==> config.mk <==
export PLATFORM = sky130hd
export DESIGN_NAME = mc_fetch_regs
export DESIGN_NICKNAME = d
export VERILOG_FILES = /design/src/rtl/mc_fetch_regs.sv
export SDC_FILE = /design/constraint.sdc
export NUM_CORES = 1
export LEC_CHECK = 0
export ABC_CLOCK_PERIOD_IN_PS = 2350
export CORE_ASPECT_RATIO = 1.4
export CORE_MARGIN = 5
export CORE_UTILIZATION = 42
export DETAILED_ROUTE_END_ITERATION = 16
export MAX_ROUTING_LAYER = met4
export PLACE_DENSITY = 0.82
export SYNTH_ARGS = -nofsm -noshare
export SYNTH_HDL_FRONTEND = slang
export SYNTH_SLANG_ARGS = --single-unit
==> constraint.sdc <==
create_clock -name clk -period 2.35 [get_ports clk]
set_clock_uncertainty 0.05 [all_clocks]
set_input_delay 0.47 -clock clk [delete_from_list [all_inputs] [get_ports clk]]
set_output_delay 0.47 -clock clk [all_outputs]
set_load 0.02 [all_outputs]
==> src/rtl/mc_fetch_regs.sv <==
// mc_fetch_regs: PC / IR / MDR / ALUOut register stage for the multicycle MIPS datapath.
// Optional feature macro MC_INSTR_COUNT_EN adds the instr_count output (count of IRWrite edges).
module mc_fetch_regs #(
    parameter logic [31:0] RESET_PC    = 32'h0000_0000,
    parameter int unsigned PCSRC3_HOLD = 1
) (
    input  logic        clk,
    input  logic        rst,
    input  logic        PCWrite,
    input  logic        PCWriteCond,
    input  logic        IorD,
    input  logic        IRWrite,
    input  logic [1:0]  PCSrc,
    input  logic        zero,
    input  logic [31:0] alu_result,
    input  logic [31:0] mem_rdata,
    output logic [31:0] pc,
    output logic [31:0] mem_addr,
    output logic [31:0] ir,
    output logic [5:0]  opcode,
    output logic [31:0] mdr,
    output logic [31:0] alu_out
`ifdef MC_INSTR_COUNT_EN
    ,
    output logic [31:0] instr_count
`endif
);

    typedef enum logic [1:0] {
        SRC_ALU    = 2'b00,
        SRC_ALUOUT = 2'b01,
        SRC_JUMP   = 2'b10,
        SRC_ALT    = 2'b11
    } pc_src_e;

    logic [31:0] pc_q, pc_d;
    logic [31:0] ir_q, ir_d;
    logic [31:0] mdr_q;
    logic [31:0] alu_out_q;
    logic        pc_load;
    logic [31:0] jump_target;
    pc_src_e     pc_src;

    assign pc_src      = pc_src_e'(PCSrc);
    assign pc_load     = PCWrite | (PCWriteCond & zero);
    // Jump target is built from the pre-edge pc and ir.
    assign jump_target = {pc_q[31:28], ir_q[25:0], 2'b00};

    always_comb begin
        pc_d = pc_q;
        if (pc_load) begin
            case (pc_src)
                SRC_ALU:    pc_d = alu_result;
                SRC_ALUOUT: pc_d = alu_out_q;
                SRC_JUMP:   pc_d = jump_target;
                SRC_ALT:    pc_d = (PCSRC3_HOLD != 0) ? pc_q : alu_result;
                default:    pc_d = pc_q;
            endcase
        end
    end

    always_comb begin
        ir_d = ir_q;
        if (IRWrite) begin
            ir_d = mem_rdata;
        end
    end

    always_ff @(posedge clk) begin
        if (rst) begin
            pc_q      <= RESET_PC;
            ir_q      <= '0;
            mdr_q     <= '0;
            alu_out_q <= '0;
        end else begin
            pc_q      <= pc_d;
            ir_q      <= ir_d;
            mdr_q     <= mem_rdata;
            alu_out_q <= alu_result;
        end
    end

`ifdef MC_INSTR_COUNT_EN
    logic [31:0] count_q;

    always_ff @(posedge clk) begin
        if (rst) begin
            count_q <= '0;
        end else if (IRWrite) begin
            count_q <= count_q + 32'd1;
        end
    end

    assign instr_count = count_q;
`endif

    assign pc       = pc_q;
    assign ir       = ir_q;
    assign opcode   = ir_q[31:26];
    assign mdr      = mdr_q;
    assign alu_out  = alu_out_q;
    assign mem_addr = IorD ? alu_out_q : pc_q;

endmodule

==> metrics.txt <==
status=finished, final reports clean; sequential share of the synthesized area=51.8%; Yosys reg bits=128; Buf+Inv Stages, Crit Path=3; full die area=14100 um2; Slew @ Worst Pin=0.716 ns; Final Cell Area=8050 um2; synthesized area=4950 um2; Final #Nets=781; RSZ-0062 raised after global routing=no; DR vias=4439; DP Area=7440 um2; Max Used Layer=met4; post_cts resized=0; synth unique cells=29; clk_lat worst skew=0.41 ns; Slew Limit Fails=0; vias per cell=5.13; final worst-path cycle share=93.9%; power per cell area=769 nW/um2; initial DRC count=157; CORE AREA=11700 um2; DP Wirelength=11500 um; crit-path max FO=16; Starting Density=42.3%; Post-CTS Repair Setup Buffers=0; Top FF cell, synth=dfxtp_1; Residual DRC=0; hold-fix buffers at CTS=0; Mapped Cells=475; clock slew at reported path FFs=0.06 ns; router iterations before antenna repair=4; hold crit path type=register to register; setup TNS=0 ns; max-cap violations=0; WL met3=1120 um; I/O Buffers=238; total chip power=6.20 mW; Finished Layout Cells=865; I/O pins=239; Worst Path Arrival=1.69 ns; number of routed nets with antenna violations=0; Post-Syn Nets=551; ys async rst share=0%; first-pass GRT wire length=24600 um; CTS Sinks=128; slowest CP cell=clkdlybuf4s50_1; Placer Congestion=0.793; Die W=102 um; WS Path Type=input port to primary output; Area Growth Syn to Fin=62.7%; number of global-route vias before repair=4585; Max VDD drop=511 uV; delay-heaviest family, CP=buffers and inverters; CTS root buffer=clkbuf_16; metal2 WL=8420 um; Post-Place Cells=833; num rows=47; Ys Warns=0; Hold Violations, Final=0; Clock Path Buffers=2; share of cells above drive strength 1=12.3%; Metal-1 WL=5920 um; critical-path cell list=buf_2 > buf_12 > mux2_2 > clkdlybuf4s50_1; CP endpoint kind=primary output; final antenna diode count=0; synthesized area per cell=10.4 um2; Achievable Freq=0.453 GHz; initial antenna violation count=0; Crit path largest cell delay=0.56 ns; Routed WL per cell=18.2 um; die height=138 um; final setup violation count=0; CTS Buf Count=17; Data required, critical path=1.83 ns; gr usage total=23.0%; number of synthesized flops with an enable pin=0; gr ovfl total=0; largest net degree at the start of global routing=54; Post-Route WL=15800 um; Slew headroom=52.1%; Startpoint Class=input port; post-route minimum period=2.21 ns; CTS tree=yes; Lkg Pwr=3.19 nW; htree depth=4
==> layer usage <==
metal  vias to the layer above  GRT usage (%)
met5                         -              -
met4                         0           8.89
met3                        24           5.39
met2                       190           39.2
met1                      2120           25.4
li1                       2105              -
==> power by group <==
group	switching, mW	internal (mW)	total [mW]	leakage (nW)
Sequential	0.0943	2.30	2.39	1.06
Clock	0.968	1.73	2.70	0.293
Combinational	0.541	0.567	1.11	1.84
Total	1.60	4.59	6.20	3.19
==> worst paths after layout <==
check                                      startpoint                   to  slack, ns  cells after the start
worst max-delay path                             IorD         mem_addr[13]       0.14                      4
worst min register to register    pc[23]$_SDFFE_PP0P_  pc[23]$_SDFFE_PP0P_       0.46                      1
worst max register to register  alu_out[0]$_SDFF_PP0_   pc[0]$_SDFFE_PP0P_       1.28                      3
worst min-delay path              pc[23]$_SDFFE_PP0P_  pc[23]$_SDFFE_PP0P_       0.46                      1
==> state kept, by name (all words and copies together) (netlist names) <==
| name | count |
|---|---|
| ir | 32 |
| alu_out | 32 |
| mdr | 32 |
| pc | 32 |
==> cell usage after synthesis (3+ instances only) <==
cell	number	share of area, %
dfxtp_1	128	52
nor2b_1	64	8.1
mux2i_1	32	6.5
nor2_1	32	2.4
mux2_2	30	6.8
nand2_1	30	2.3
buf_2	27	2.7
a22o_1	26	4.6
a22oi_1	26	3.9
o21ai_0	21	2.1
o21ai_1	9	0.91
buf_4	8	1.2
clkbuf_1	5	0.38
a211o_1	4	0.71
a21oi_2	4	0.71
nand3b_1	4	0.61
a21oi_1	3	0.30
ha_1	3	0.76
inv_1	3	0.23
==> logic make-up (layout without fill, tap and decap cells) <==
group,Yosys count,in the layout,share of synthesized area (%)
mux,64,64,13.8
buf+inv,47,290,5.16
simple gates,136,136,14.4
flops,128,128,51.8
compound gates,97,97,14.1
fa+ha+maj,3,3,0.759
==> placed cells by master (no fill, tap or decap), types with 3 or more instances in the layout <==
master / instances
dfxtp_1: 128
nor2_1: 32
clkbuf_16: 17
mux2i_1: 32
nor2b_1: 64
a21oi_2: 4
bufinv_16: 3
buf_4: 14
mux2_2: 30
inv_1: 3
nand3b_1: 4
a22oi_1: 26
nand2_1: 30
clkinv_4: 3
clkinvlp_4: 3
a211o_1: 4
buf_12: 4
o21ai_0: 21
a22o_1: 26
a21oi_1: 3
clkdlybuf4s50_1: 235
o21ai_1: 9
==> worst register-to-register path: stages (launching register included) <==
cell	delay [ns]
dfxtp_1	0.32
and3b_1	0.16
a2111oi_0	0.34
nor3_1	0.07
==> cell type report <==
| cell class | count | area (um2) |
|---|---|---|
| Clock buffer | 20 | 457 |
| Multi-Input combinational cell | 300 | 2130 |
| Timing Repair Buffer | 255 | 2550 |
| Fill cell | 886 | 3650 |
| Inverter | 3 | 11.3 |
| Sequential cell | 128 | 2560 |
| Clock inverter | 12 | 158 |
| Tap cell | 147 | 184 |
==> metrics by stage <==
stage	setup WS [ns]	hold slack [ns]	utilization (%)
2_1_floorplan	0.555	0.527	-
3_3_place_gp	0.123	0.442	63.6
3_5_place_dp	0.0530	0.453	63.6
4_1_cts	0.135	0.462	68.8
5_1_grt	0.109	0.478	68.8
6_report	0.143	0.463	68.8
Note: power is estimated with default switching activity, not from simulation.
